[src/rtl/burst_rr_arbiter.sv]
// Burst-limited round-robin merger of WIDTH FWFT source FIFOs into one output FIFO.
// Adds per-source enable, record locking via HOLD_REQ with timeout, and a word counter.
module burst_rr_arbiter #(
    parameter int WIDTH        = 8,
    parameter int DATA_BITS    = 32,
    parameter int HOLD_TIMEOUT = 255
) (
    input  logic                       CLK,
    input  logic                       nRST,
    input  logic [WIDTH-1:0]           WRITE_REQ,
    input  logic [WIDTH-1:0]           HOLD_REQ,
    input  logic [WIDTH*DATA_BITS-1:0] DATA_IN,
    output logic [WIDTH-1:0]           READ_GRANT,
    input  logic [WIDTH-1:0]           SRC_ENABLE,
    input  logic [7:0]                 BURST_LIMIT,
    input  logic                       CNT_CLR,
    input  logic                       READY_OUT,
    output logic                       WRITE_OUT,
    output logic [DATA_BITS-1:0]       DATA_OUT,
    output logic [3:0]                 GRANT_ID,
    output logic                       BUSY,
    output logic                       HOLD_TO_ERR,
    output logic [31:0]                WORD_COUNT
);

    // state  | meaning
    // IDLE   | pick next enabled requester after last_id; no word moves
    // GRANT  | GRANT_ID owns the output until release
    localparam logic [0:0] ST_IDLE  = 1'b0;
    localparam logic [0:0] ST_GRANT = 1'b1;

    logic [0:0]           state;
    logic [3:0]           last_id;
    logic [7:0]           burst_cnt;
    logic [7:0]           hold_cnt;

    logic [WIDTH-1:0]     cand;
    logic [WIDTH-1:0]     gnt_mask;
    logic                 any_cand;
    logic                 hi_found;
    logic [3:0]           lo_id;
    logic [3:0]           hi_id;
    logic [3:0]           next_id;
    logic                 cur_req;
    logic                 cur_hold;
    logic                 cur_en;
    logic [DATA_BITS-1:0] cur_data;
    logic [7:0]           burst_inc;
    logic [7:0]           hold_inc;
    logic                 xfer;
    logic                 hold_wait;
    logic                 timeout;
    logic                 release_now;

    // Lowest candidate above last_id wins; otherwise wrap to the lowest candidate overall.
    always_comb begin
        cand     = WRITE_REQ & SRC_ENABLE;
        any_cand = 1'b0;
        hi_found = 1'b0;
        lo_id    = '0;
        hi_id    = '0;
        for (int i = WIDTH - 1; i >= 0; i--) begin
            if (cand[i]) begin
                any_cand = 1'b1;
                lo_id    = 4'(i);
                if (4'(i) > last_id) begin
                    hi_found = 1'b1;
                    hi_id    = 4'(i);
                end
            end
        end
        next_id = hi_found ? hi_id : lo_id;
    end

    always_comb begin
        gnt_mask = '0;
        cur_data = '0;
        for (int i = 0; i < WIDTH; i++) begin
            gnt_mask[i] = (GRANT_ID == 4'(i));
            if (gnt_mask[i]) begin
                cur_data = DATA_IN[i*DATA_BITS +: DATA_BITS];
            end
        end
        cur_req  = |(WRITE_REQ & gnt_mask);
        cur_hold = |(HOLD_REQ & gnt_mask);
        cur_en   = |(SRC_ENABLE & gnt_mask);
    end

    // A held record keeps flowing even if its source gets disabled mid-record.
    always_comb begin
        burst_inc   = (burst_cnt == 8'hFF) ? burst_cnt : burst_cnt + 8'd1;
        hold_inc    = hold_cnt + 8'd1;
        xfer        = (state == ST_GRANT) && READY_OUT && cur_req && (cur_hold || cur_en);
        hold_wait   = (state == ST_GRANT) && READY_OUT && cur_hold && !cur_req;
        timeout     = hold_wait && (hold_inc == 8'(HOLD_TIMEOUT));
        release_now = 1'b0;
        if (state == ST_GRANT) begin
            if (cur_hold) begin
                release_now = timeout;
            end else begin
                release_now = !cur_req
                            || (READY_OUT && !cur_en)
                            || (xfer && (BURST_LIMIT != 8'd0) && (burst_inc == BURST_LIMIT));
            end
        end
        READ_GRANT = xfer ? gnt_mask : '0;
    end

    always_ff @(posedge CLK) begin
        if (!nRST) begin
            state       <= ST_IDLE;
            last_id     <= 4'(WIDTH - 1);
            GRANT_ID    <= '0;
            burst_cnt   <= '0;
            hold_cnt    <= '0;
            WRITE_OUT   <= 1'b0;
            DATA_OUT    <= '0;
            HOLD_TO_ERR <= 1'b0;
            WORD_COUNT  <= '0;
        end else begin
            WRITE_OUT <= xfer;
            if (xfer) begin
                DATA_OUT <= cur_data;
            end
            if (CNT_CLR) begin
                WORD_COUNT <= '0;
            end else if (WRITE_OUT) begin
                WORD_COUNT <= WORD_COUNT + 32'd1;
            end
            if (timeout) begin
                HOLD_TO_ERR <= 1'b1;
            end else if (CNT_CLR) begin
                HOLD_TO_ERR <= 1'b0;
            end
            case (state)
                ST_IDLE: begin
                    if (any_cand) begin
                        GRANT_ID  <= next_id;
                        burst_cnt <= '0;
                        hold_cnt  <= '0;
                        state     <= ST_GRANT;
                    end
                end
                ST_GRANT: begin
                    if (xfer) begin
                        burst_cnt <= burst_inc;
                        hold_cnt  <= '0;
                    end else if (hold_wait) begin
                        hold_cnt <= hold_inc;
                    end
                    if (release_now) begin
                        state   <= ST_IDLE;
                        last_id <= GRANT_ID;
                    end
                end
                default: state <= ST_IDLE;
            endcase
        end
    end

    assign BUSY = (state == ST_GRANT);

endmodule

[config.mk]
export PLATFORM = sky130hd
export DESIGN_NAME = burst_rr_arbiter
export DESIGN_NICKNAME = d
export VERILOG_FILES = /design/src/rtl/burst_rr_arbiter.sv
export SDC_FILE = /design/constraint.sdc
export NUM_CORES = 1
export LEC_CHECK = 0
export ABC_AREA = 1
export CELL_PAD_IN_SITES_DETAIL_PLACEMENT = 1
export CELL_PAD_IN_SITES_GLOBAL_PLACEMENT = 2
export CORE_UTILIZATION = 19
export DETAILED_ROUTE_END_ITERATION = 16
export HOLD_SLACK_MARGIN = 0.05
export PLACE_DENSITY = 0.85
export SKIP_CTS_REPAIR_TIMING = 1
export SLEW_MARGIN = 20
export SYNTH_ARGS = -nofsm -noshare
export SYNTH_HDL_FRONTEND = slang
export SYNTH_SLANG_ARGS = --single-unit
[constraint.sdc]
create_clock -name CLK -period 2.34 [get_ports CLK]
set_clock_uncertainty 0.05 [all_clocks]
set_input_delay 0.468 -clock CLK [delete_from_list [all_inputs] [get_ports CLK]]
set_output_delay 0.468 -clock CLK [all_outputs]
set_load 0.005 [all_outputs]
---- Yosys cells after proc, flatten, opt, wreduce, memory -nomap -nowiden ----
Cells that the tools add are included.
storage, ports and cells
  register bits ........................... 91
  output and inout port bits .............. 79
operators by class
  add/subtract/negate cells ............... 3
  magnitude comparators ................... 8
  eq/ne operators ......................... 13
  muxes and demuxes ....................... 72
  bitwise operators ....................... 6
  reduce and logical (&&, ||, !) cells .... 25
operators with widths
  operator                 number
  $mux W32                 8
  $mux W4                  22
  $mux W8                  6
  $add A32 B1 Y32 const B  1
  $and A8 B8 Y8            4
  $pmux W8 S2              2
  $mux W1                  30
  $reduce_or A8 Y1         3
  $add A8 B1 Y8 const B    2
  $eq A4 B3 Y1 const B     4
  $eq A8 B8 Y1 const B     2
  $gt A3 B4 Y1 const A     4
  $logic_and A1 B1 Y1      9
  $mux W3                  3
  $eq A4 B2 Y1 const B     2
  $eq A8 B8 Y1             1
  $gt A1 B4 Y1 const A     2
  $gt A2 B4 Y1 const A     2
  $reduce_and A2 Y1        4
  $reduce_bool A8 Y1       1
  $eq A4 B1 Y1 const B     1
  $logic_not A4 Y1         1
  $logic_or A1 B1 Y1       3
  $ne A3 B1 Y1 const B     1
  7 further kinds          9

---- Logic depth before layout (Yosys ltp) ----
Gate-level depths: netlist (run 1).
  depth after elaboration ................. 18
  gate-level depth with buffers ........... 18

---- Worst setup path after synthesis (run 1) ----
OpenSTA, ideal clock, no wires.
  path type ............................... reg-to-output
  from .................................... register GRANT_ID[1]
  to ...................................... output port READ_GRANT[0]
  data arrival time ....................... 1.486 ns
  required time ........................... 1.822 ns
  setup slack ............................. 0.336 ns
  stages on the path, launching flop included .. 10
  path buffers ............................ 3
  path through ............................ dfxtp_1 -> buf_4 -> buf_2 -> nand4_1 -> nand2_1 -> nor2_1 -> a21oi_1 -> nand2_2 -> buf_2 -> nor4_1
between the ends
  longest elaborated chain between the ends .. 6
  elaborated cells between the ends (all ways) .. 18
  those cells by class .................... eq/ne: 7; mux: 1; bitwise: 3; reduce/logical: 7
RTL lines
  element                                                    RTL line    RTL
  from (decl)                                                20          output logic [3:0] GRANT_ID,
  from (signal assigned)                                     138         GRANT_ID <= next_id;
  $eq A4 B1 Y1 (tied with other cells)                       79          gnt_mask[i] = (GRANT_ID == 4'(i));
  $and A8 B8 Y8 (on tied branches)                           84, 85, 86
  $reduce_or A8 Y1 (on tied branches)                        84, 85, 86
  $logic_and A1 B1 Y1 or $logic_or A1 B1 Y1 (tied branches)  93          xfer = (state == ST_GRANT) && READY_OUT && cur_req && (cur_hold || cur_en);
  $logic_and A1 B1 Y1                                        93
  $mux W8 *                                                  106         READ_GRANT = xfer ? gnt_mask : '0;
  to (decl)                                                  13          output logic [WIDTH-1:0] READ_GRANT,
Every way passes the cells marked *; elsewhere a longest branch is shown, timed or not.

---- Worst setup path after layout (run 1) ----
Ends and elaborated chain as after synthesis.

==> summary.txt, run 1 <==
Via/cell ratio = 4.882
Most frequent CP cell = nand2_2
Die Wd = 189.0 um
Final instance area = 0.01276 mm2
CTS max path bufs = 2
Tcrit/Tclk final = 117.0%
Synth area leaders = dfxtp_1 27%, nand3_1 11%, nand2_1 9.4%
Commonest cells post-synth = 166 x nand2_1, 141 x nand3_1, 122 x o21ai_0
#FFs+latches synth = 89
CTS tree = built
Hold Crit Class = reg2reg
Core region area = 0.03446 mm2
Setup TNS = -2.651 ns
Slowest-stage cell, CP = dfxtp_4
Worst-path clk slew = 0.07 ns
Initial DRC Count = 289
Post-Synth Simple-Gate Area = 38.46%
Post-Synth XOR/XNOR Area = 1.582%
Per-cell routed wire length = 21.11 um
Placed cells = 1906
Most common cell in the synthesized netlist = nand2_1
First-pass GRT wire length = 58.25 mm
GRT Util Overall = 21.68%
Slew headroom = 61.44%
Top cell type's share of synthesized area = 26.82%
Initial core utilization = 19.28%
IO Pins = 371
Final setup violation count = 35
Ys flop type = dfxtp_1
Die area = 0.03572 mm2
Cell variety after synth = 43
Final WS setup = -0.3981 ns
Final Hold Viols = 0
Row count = 68
Crit path required time = 1.82 ns
Number of synthesized flops with an enable pin = 0
Multi-input gate area = 0.004611 mm2
Clock latency on the worst-skew pair = 0.36 ns
Filler cell count = 4186
Initial antenna violation count = 6
Root buffer cell = clkbuf_16
Detail Route Antenna Nets = 0
Post-synth ARST share = 0%
Die Span Y = 189.0 um
FF/Latch Area = 0.001795 mm2
Type of origin of the critical path = flop
WL final = 41.38 mm
Final min period = 2.738 ns
Final Non-Filler Cells = 1960
Compound-Gate Fraction of Synth Area = 21.05%
NumNets Final = 1793
Mapped Nets = 1352
TritonCTS Buffers = 9
Measured slew at the worst slew-check pin = 0.5784 ns
Vias in the first global route = 9894
Total grt overflow = 0
Failing checks = negative setup slack
Worst path cell trace = nor2_4 -> nand3_2 -> nand2_2 -> nor2_2 -> a21oi_2 -> nand2_2 -> buf_6 -> nor4_4 -> buf_2
RSZ-0062 raised after global routing = true
Via count = 9569
Mux cell area share after synthesis = 0%
Placed inst area = 0.01141 mm2
Adder-Cell Fraction of Synth Area = 0.7533%
Worst path max stage delay = 0.40 ns
Crit. End Element = output pin
Worst EP arrival = 2.22 ns
Area growth from synthesis to layout = 92.09%
Largest family of logic cells by synthesized area = simple AND/OR/NAND/NOR gates
RePlAce Congestion = 0.8799
Final core utilization = 37.04%
Area leader, netlist = dfxtp_1
Max-cap violations = 0
Post-Syn Area per Cell = 6.292 um2
Drt drc = 0
CP Max Fanout = 8
Power Dens Cells = 609.8 mW/mm2
Peak supply drop = 0.3265 mV
Synthesis Warnings = 0
H-tree levels = 3
Syn Inst Count = 1056
Slew Limit Fails = 0
Post-synthesis sequential area ratio = 26.82%
Clk sink count = 89
PortBufs = 369
Synthesized area = 0.006644 mm2
Pleak = 4.717 nW
Max Freq = 365.2 MHz
Drt pass-1 iters = 5
Hpwl dp = 31.99 mm
Outcome = finished, violations left
Pre-CTS setup slack = -1.083 ns
Setup CP Type = reg2out
Layout cells sized above 1 = 19.11%
Largest net degree at the start of global routing = 63
cell families after synthesis:
kind of cell / after synthesis
xor+xnor: 12
flops: 89
other cells: 1
buf+inv: 182
fa+ha+maj: 4
compound gates: 236
simple gates: 532
power by group:
part | internal [mW] | total (mW) | switching, mW
registers | 1.66 | 1.86 | 0.198
clock network | 0.819 | 1.52 | 0.702
logic | 2.04 | 4.40 | 2.36
flip-flops by register name (all words and copies together), names as in the netlist:
name,count
WRITE_OUT,1
GRANT_ID,3
last_id,3
WORD_COUNT,32
DATA_OUT,32
HOLD_TO_ERR,1
burst_cnt,8
BUSY,1
hold_cnt,8
stage by stage:
stage / power, mW / hold WS, ns
global placement: 5.504 / 0.4013
finish: 7.783 / 0.4153
CTS: 7.095 / 0.4251
floorplan: 3.456 / 0.4017
global route: 8.228 / 0.4379
detailed placement: 5.547 / 0.4145
path summary, 6_finish.rpt:
path                                      from             end  slack, ns  cells after the start
worst max-delay path               GRANT_ID[1]   READ_GRANT[0]      -0.40                      9
worst min-delay path            WORD_COUNT[31]  WORD_COUNT[31]       0.42                      2
worst max register to register     GRANT_ID[2]     hold_cnt[0]      -0.10                     17
worst min register to register  WORD_COUNT[31]  WORD_COUNT[31]       0.42                      2
area by class of cell:
cell class / count / area share, %
repair buffers: 509 / 39.74
multi-input cells: 785 / 36.13
flip-flops and latches: 89 / 14.07
well taps: 455 / 4.461
inverters: 103 / 3.206
clock buffers: 12 / 2.088
clock inverters: 4 / 0.2549
diodes: 3 / 0.05882
worst max-delay path: cells and delay by family, from the launching register on:
kind	cells	cell delay [ns]
buffers and inverters	2	0.32
AO/OA/AOI/OAI	1	0.15
flip-flops	1	0.40
AND/OR/NAND/NOR	6	0.98
per-layer routing:
metal	share of wire [%]	GRT usage [%]	vias to the layer above
met5	0.082	0	-
met4	4.1	10.20	4
met3	6.0	6.376	59
met2	53	40.27	296
met1	37	22.11	4562
li1	-	-	4648
layout by cell type (no fill, tap or decap), drive strengths merged:
| cell type | synthesis | layout |
|---|---|---|
| nand3 | 142 | 142 |
| a32o | 3 | 3 |
| nor2 | 84 | 84 |
| or2 | 1 | 1 |
| xnor2 | 4 | 4 |
| inv | 101 | 102 |
| clkinv | 2 | 4 |
| xor2 | 8 | 8 |
| a21oi | 30 | 30 |
| o21bai | 1 | 1 |
| nand4 | 87 | 87 |
| nor3 | 29 | 29 |
| nor4 | 10 | 10 |
| nand3b | 3 | 3 |
| a31oi | 35 | 35 |
| buf | 35 | 135 |
| clkinvlp | 0 | 1 |
| a21boi | 1 | 1 |
| conb | 1 | 1 |
| o21a | 1 | 1 |
| nand2 | 172 | 172 |
| dfxtp | 89 | 89 |
| ha | 4 | 4 |
| o31ai | 3 | 3 |
| o21ai | 127 | 127 |
| clkbuf | 44 | 26 |
| a22oi | 1 | 1 |
| a41oi | 32 | 32 |
| or3 | 1 | 1 |
| diode | 0 | 3 |
| nor3b | 3 | 3 |
| clkdlybuf4s50 | 0 | 360 |
| o32ai | 2 | 2 |
No activity file was read; power rests on OpenSTA's default activity.
==> run 2: changes to the inputs <==
--- a/config.mk
+++ b/config.mk
@@ -8,6 +8,7 @@
 export ABC_AREA = 1
 export CELL_PAD_IN_SITES_DETAIL_PLACEMENT = 1
 export CELL_PAD_IN_SITES_GLOBAL_PLACEMENT = 2
+export CORE_MARGIN = 5
 export CORE_UTILIZATION = 19
 export DETAILED_ROUTE_END_ITERATION = 16
 export HOLD_SLACK_MARGIN = 0.05
==> run 2 against run 1 <==
The flow still finishes with violations (negative setup slack). Flip-flop and latch count unchanged. Count of clock-buffer cells in the layout is the same. Critical path depth is 3 higher. Utilization fell by 2.4 points. Setup slack improved by 0.070 ns. Sequential share of layout area up 0.91 points. Via count is 1.9% lower. Die area up 8.6%. Final cell count fell by 2.1%. Wire length is 1.7% higher. Fmax up 2.6%. Power shrank 10%. Critical path type unchanged. Critical endpoint is now READ_GRANT[4]. Largest power group unchanged.
==> summary.txt, run 2 (synthesis results as in run 1) <==
Crit. Startpoint = GRANT_ID[1]
Layout cells sized above 1 = 12.38% (-6.7 points)
Setup TNS = -4.020 ns (-1.369 ns)
Final setup violation count = 34 (-2.9%)
Initial core utilization = 19.23% (-0.047 points)
Filler cell count = 4230 (+1.1%)
Type of origin of the critical path = flop
Crit path to = READ_GRANT[4]
Final Hold Viols = 0 (unchanged)
Initial DRC Count = 397 (+37%)
PortBufs = 369 (unchanged)
Final Non-Filler Cells = 1919 (-2.1%)
CP Max Fanout = 7 (-1)
Largest net degree at the start of global routing = 85 (+35%)
Final WS setup = -0.3284 ns (+0.06976 ns)
CTS max path bufs = 2 (unchanged)
Crit. End Element = output pin
Via/cell ratio = 4.891 (+0.18%)
R2R Path End = hold_cnt[2]
Total grt overflow = 0 (unchanged)
Wl on met1 = 15.68 mm (+1.9%)
Measured slew at the worst slew-check pin = 0.9277 ns (+0.3493 ns)
Drt pass-1 iters = 4 (-1)
Pwr Total = 6.979 mW (-10%)
Reg2reg setup slack = -0.15 ns (-0.05 ns)
Initial antenna violation count = 6 (unchanged)
TritonCTS Buffers = 9 (unchanged)
Final min period = 2.668 ns (-0.06976 ns)
Hold Crit Class = in2reg
DR WL met2 = 22.48 mm (+3.1%)
GRT Util Overall = 20.74% (-0.94 points)
Die Span Y = 197.0 um (+4.2%)
Most frequent cells in the layout = 360 x clkdlybuf4s50_1, 155 x nand2_1, 131 x nand3_1, 122 x o21ai_0, 95 x inv_1
WL final = 42.06 mm (+1.7%)
Pleak = 4.511 nW (-4.4%)
Largest registers = DATA_OUT x32, WORD_COUNT x32
Hpwl dp = 34.17 mm (+6.8%)
First-pass GRT wire length = 61.58 mm (+5.7%)
Max-cap violations = 0 (unchanged)
Worst EP arrival = 2.15 ns (-0.07 ns)
Launching point of the worst reg2reg path = GRANT_ID[0]
NumNets Final = 1753 (-2.2%)
Top routing layer in use = met5
RSZ-0062 raised after global routing = true
Failing checks = negative setup slack
Slew Limit Fails = 0 (unchanged)
CTS tree = built
Crit path required time = 1.82 ns (about the same)
Met3 WL = 2.928 mm (+19%)
R2r worst-path depth = 16 (-1)
Core region area = 0.03454 mm2 (+0.25%)
H-tree levels = 3 (unchanged)
Setup CP Type = reg2out
Root buffer cell = clkbuf_16
Slew headroom = 38.15% (-23 points)
Per-cell routed wire length = 21.92 um (+3.8%)
Tcrit/Tclk final = 114.0% (-3.0 points)
Vias in the first global route = 9919 (+0.25%)
Clk sink count = 89 (unchanged)
IO Pins = 371 (unchanged)
Area growth from synthesis to layout = 80.24%
RePlAce Congestion = 0.9151 (+4.0%)
Outcome = finished, violations left
Commonest non-fill, non-tap cell in the layout = clkdlybuf4s50_1
Drt drc = 0 (unchanged)
Power Dens Cells = 582.8 mW/mm2 (-4.4%)
Die Wd = 197.0 um (+4.2%)
Max Freq = 374.8 MHz (+2.6%)
Row count = 68 (unchanged)
Die area = 0.03881 mm2 (+8.6%)
Placed cells = 1893 (-0.68%)
Via count = 9386 (-1.9%)
Peak supply drop = 0.3384 mV (+3.6%)
Clock latency on the worst-skew pair = 0.36 ns (about the same)
Detail Route Antenna Nets = 0 (unchanged)
Worst-path clk slew = 0.07 ns (about the same)
## run 2: cell count changes in the layout (fill, tap and decap cells not counted), moves of 12 or more
cell,previous run,this run
o21ai_2,28,0
o21ai_0,76,122
a41oi_1,19,32
buf_4,101,83
a41oi_2,13,0
o21ai_1,17,5
## run 2: power breakdown
| part | total (mW) | leakage (nW) | switching, mW | internal [mW] |
|---|---|---|---|---|
| Clock | 1.40 | 0.131 | 0.676 | 0.725 |
| Sequential | 1.81 | 0.724 | 0.148 | 1.66 |
| Combinational | 3.76 | 3.66 | 2.16 | 1.61 |
## run 2: cell type report
cell class	instances	area, um2	area share [%]
Antenna cell	2	5.005	0.04179
Clock buffer	12	236.5	1.975
Tap cell	455	569.3	4.754
Timing Repair Buffer	469	4628	38.65
Inverter	103	399.1	3.333
Sequential cell	89	1794	14.98
Clock inverter	4	27.53	0.2299
Multi-Input combinational cell	785	4315	36.04
## run 2: how the worst min path moves through the flow
stage	from	to	slack, ns	cells after the start
after CTS	nRST	hold_cnt[6]	0.40	3
after detailed placement	HOLD_TO_ERR	HOLD_TO_ERR	0.40	2
after global placement	HOLD_TO_ERR	HOLD_TO_ERR	0.40	2
final	nRST	hold_cnt[6]	0.39	3
after global routing	nRST	hold_cnt[6]	0.41	3
after floorplan	HOLD_TO_ERR	HOLD_TO_ERR	0.40	2
## run 2: critical path: stages (launching register included)
cell and delay [ns]:
dfxtp_4 0.37, buf_6 0.12, nor2_4 0.11, buf_12 0.14, nand3_2 0.07, nand2_2 0.08
nor2_4 0.05, a21oi_2 0.18, nand2_4 0.08, buf_6 0.13, buf_12 0.13, nor4_4 0.19
buf_2 0.15
## run 2: through the flow
stage	setup slack (ns)	hold WS [ns]	cell area, um2	util [%]
finish	-0.3284	0.3929	11980	34.67
global route	-0.4690	0.4087	11970	34.65
CTS	-0.8213	0.3975	11600	33.58
detailed placement	-0.6591	0.4007	11340	32.82
global placement	-0.6361	0.4035	11340	32.82
floorplan	0.3363	0.4017	6644	-
## run 2: per-layer routing
metal  GRT usage (%)  vias to the layer above
li1                -                     4548
met1           21.74                     4510
met2           40.08                      272
met3           6.735                       46
met4           4.597                       10
met5               0                        -
==> run 3: changes to the inputs <==
--- a/config.mk
+++ b/config.mk
@@ -6,6 +6,7 @@
 export NUM_CORES = 1
 export LEC_CHECK = 0
 export ABC_AREA = 1
+export ABC_CLOCK_PERIOD_IN_PS = 2500
 export CELL_PAD_IN_SITES_DETAIL_PLACEMENT = 1
 export CELL_PAD_IN_SITES_GLOBAL_PLACEMENT = 2
 export CORE_MARGIN = 5
==> constraint.sdc (replaced) <==
create_clock -name CLK -period 2.5 [get_ports CLK]
set_clock_uncertainty 0.05 [all_clocks]
set_input_delay 0.5 -clock CLK [delete_from_list [all_inputs] [get_ports CLK]]
set_output_delay 0.5 -clock CLK [all_outputs]
set_load 0.005 [all_outputs]
==> run 3 against run 2 <==
The run still ends with negative setup slack left. Final cell count fell by 0.16%. Wire length decreased by 2.6%. Via count down 0.45%. Sequential share of layout area up 0.071 points. Sequential power fell by 6%.
==> summary.txt, run 3 (synthesis results as in run 1) <==
Via count = 9344 (-0.45%)
Final Hold Viols = 0 (unchanged)
Slew Limit Fails = 0 (unchanged)
Core region area = 0.03454 mm2 (unchanged)
Comb power frac = 52.4% (-1.5 points)
Largest registers = DATA_OUT x32, WORD_COUNT x32
Per-cell routed wire length = 21.38 um (-2.4%)
Crit. Startpoint = WRITE_REQ[6]
WL final = 40.97 mm (-2.6%)
Final setup violation count = 2 (-94%)
Global routing's busiest layer = met2
GRT Util Overall = 20.28% (-0.45 points)
R2r worst-path depth = 10 (-6)
Crit path to = READ_GRANT[4]
Global Route met3 Usage = 7.197% (+0.46 points)
RSZ-0062 raised after global routing = true
Final core utilization = 34.50% (-0.16 points)
First-pass GRT wire length = 60.33 mm (-2.0%)
TritonCTS Buffers = 9 (unchanged)
CTS tree = built
Final WS setup = -0.03045 ns (+0.2979 ns)
Setup CP Type = in2out
Final min period = 2.530 ns
Detail Route Antenna Nets = 0 (unchanged)
Hold Crit Class = reg2reg
IO Pins = 371 (unchanged)
Worst EP arrival = 1.98 ns (-0.17 ns)
Initial DRC Count = 408 (+2.8%)
Placed inst area = 0.01120 mm2 (-1.2%)
Measured slew at the worst slew-check pin = 0.9989 ns (+0.07122 ns)
Crit. End Element = output pin
Hold slack = 0.4192 ns (+0.02629 ns)
Buf/Inv on CP = 3 (-2)
CTS max path bufs = 2 (unchanged)
CP delay by family, top = buffers and inverters
Sequential power share = 25.4% (-0.6 points)
Max-cap violations = 0 (unchanged)
PortBufs = 369 (unchanged)
Type of origin of the critical path = input port
Internal = 3.940 mW (-1.4%)
Power Dens Cells = 564.7 mW/mm2 (-3.1%)
Worst path cell trace = clkdlybuf4s50_1 -> nand4_1 -> nand2_2 -> nor2_4 -> a21oi_2 -> nand2_4 -> buf_12 -> nor4_4 -> buf_2
Layout cells sized above 1 = 12.78% (+0.40 points)
Filler cell count = 4289 (+1.4%)
H-tree levels = 3 (unchanged)
Area growth from synthesis to layout = 79.40%
Worst-path clk slew = 0.07 ns (about the same)
Total grt overflow = 0 (unchanged)
Outcome = finished, violations left
GRT met1 Usage = 21.57% (-0.17 points)
Most frequent cells in the layout = 354 x clkdlybuf4s50_1, 157 x nand2_1, 132 x nand3_1, 122 x o21ai_0, 94 x inv_1
Die area = 0.03881 mm2 (unchanged)
Via/cell ratio = 4.877 (-0.29%)
Clk sink count = 89 (unchanged)
Clock power share = 22.2% (+2.1 points)
Commonest non-fill, non-tap cell in the layout = clkdlybuf4s50_1
Pleak = 4.440 nW (-1.6%)
Hpwl dp = 33.51 mm (-1.9%)
Row count = 68 (unchanged)
Initial antenna violation count = 11 (+5)
Switch Pwr = 2.791 mW (-6.4%)
Drt pass-1 iters = 5 (+1)
CP Max Fanout = 7 (unchanged)
Die Wd = 197.0 um (unchanged)
Switching Fraction = 41.46% (-1.3 points)
Tcrit/Tclk final = 101.2%
Crit path required time = 1.95 ns (+0.13 ns)
Failing checks = negative setup slack
Slowest-stage cell, CP = clkdlybuf4s50_1
Launching point of the worst reg2reg path = GRANT_ID[1]
Largest net degree at the start of global routing = 87 (+2.4%)
RePlAce Congestion = 0.8948 (-2.2%)
Worst path max stage delay = 0.49 ns (+0.12 ns)
Clock latency on the worst-skew pair = 0.35 ns (about the same)
Grt met2 use = 36.64% (-3.4 points)
Peak supply drop = 0.3259 mV (-3.7%)
Reg2reg setup slack = 0.14 ns (+0.29 ns)
Vias in the first global route = 9779 (-1.4%)
Root buffer cell = clkbuf_16
Final instance area = 0.01192 mm2 (-0.47%)
Initial core utilization = 19.23% (unchanged)
NumNets Final = 1747 (-0.34%)
Slew headroom = 33.40% (-4.7 points)
Max Freq = 395.2 MHz
R2R Path End = DATA_OUT[19]
Drt drc = 0 (unchanged)
Die Span Y = 197.0 um (unchanged)
Pre-CTS setup slack = -0.6084 ns (+0.05073 ns)
Critical path depth = 9 (-3)
run 3: changes by cell type in the layout (fill, tap and decap cells not counted), moves of 3 or more:
| cell | before | now |
|---|---|---|
| buf_12 | 10 | 4 |
| buf_2 | 2 | 5 |
| buf_4 | 83 | 75 |
| buf_6 | 4 | 10 |
| buf_8 | 1 | 4 |
| clkdlybuf4s50_1 | 360 | 354 |
| diode_2 | 2 | 6 |
| nand3_2 | 10 | 7 |
| nor2_1 | 69 | 61 |
| nor2_2 | 8 | 16 |
run 3: worst min path at each step:
stage               cells after the start        endpoint           start  slack (ns)
finish                                  2  WORD_COUNT[31]  WORD_COUNT[31]        0.42
global route                            2  WORD_COUNT[31]  WORD_COUNT[31]        0.46
CTS                                     2  WORD_COUNT[31]  WORD_COUNT[31]        0.43
detailed placement                      2  WORD_COUNT[31]  WORD_COUNT[31]        0.42
global placement                        2     HOLD_TO_ERR     HOLD_TO_ERR        0.40
floorplan                               2     HOLD_TO_ERR     HOLD_TO_ERR        0.40
run 3: layer usage:
metal,wire length (um),up-vias
met4,1669,12
li1,-,4556
met1,15240,4429
met2,20950,279
met5,83,-
met3,3035,68
run 3: worst min-delay path: stages, from the launching register on:
cell     delay, ns
dfxtp_1       0.31
inv_1         0.06
a21oi_1       0.05
run 3: cell type report:
cell class | instances | area [um2] | share of cell area, %
multi-input combinational | 785 | 4327 | 36.30
inverter | 103 | 409.1 | 3.433
clock buffer | 10 | 229.0 | 1.921
timing repair buffer | 462 | 4487 | 37.64
sequential | 89 | 1794 | 15.05
tap | 455 | 569.3 | 4.776
clock inverter | 5 | 82.58 | 0.6928
antenna | 6 | 15.01 | 0.1260
timing repair inverter | 1 | 6.256 | 0.05249
run 3: per-stage QoR:
stage               TNS [ns]  instances  total power [mW]
CTS                   -4.114       1895             6.552
detailed placement    -11.58       1880             5.010
floorplan                  0       1056             3.235
finish              -0.05534       1916             6.731
global placement      -9.134       1880             4.979
global route         -0.3036       1912             7.164
run 3: power groups by stage:
stage | clock, mW | sequential [mW] | combinational [mW]
global route | 1.62 | 1.73 | 3.82
floorplan | 0 | 1.67 | 1.57
detailed placement | 0 | 1.72 | 3.29
CTS | 1.56 | 1.69 | 3.30
finish | 1.50 | 1.71 | 3.53
global placement | 0 | 1.72 | 3.26
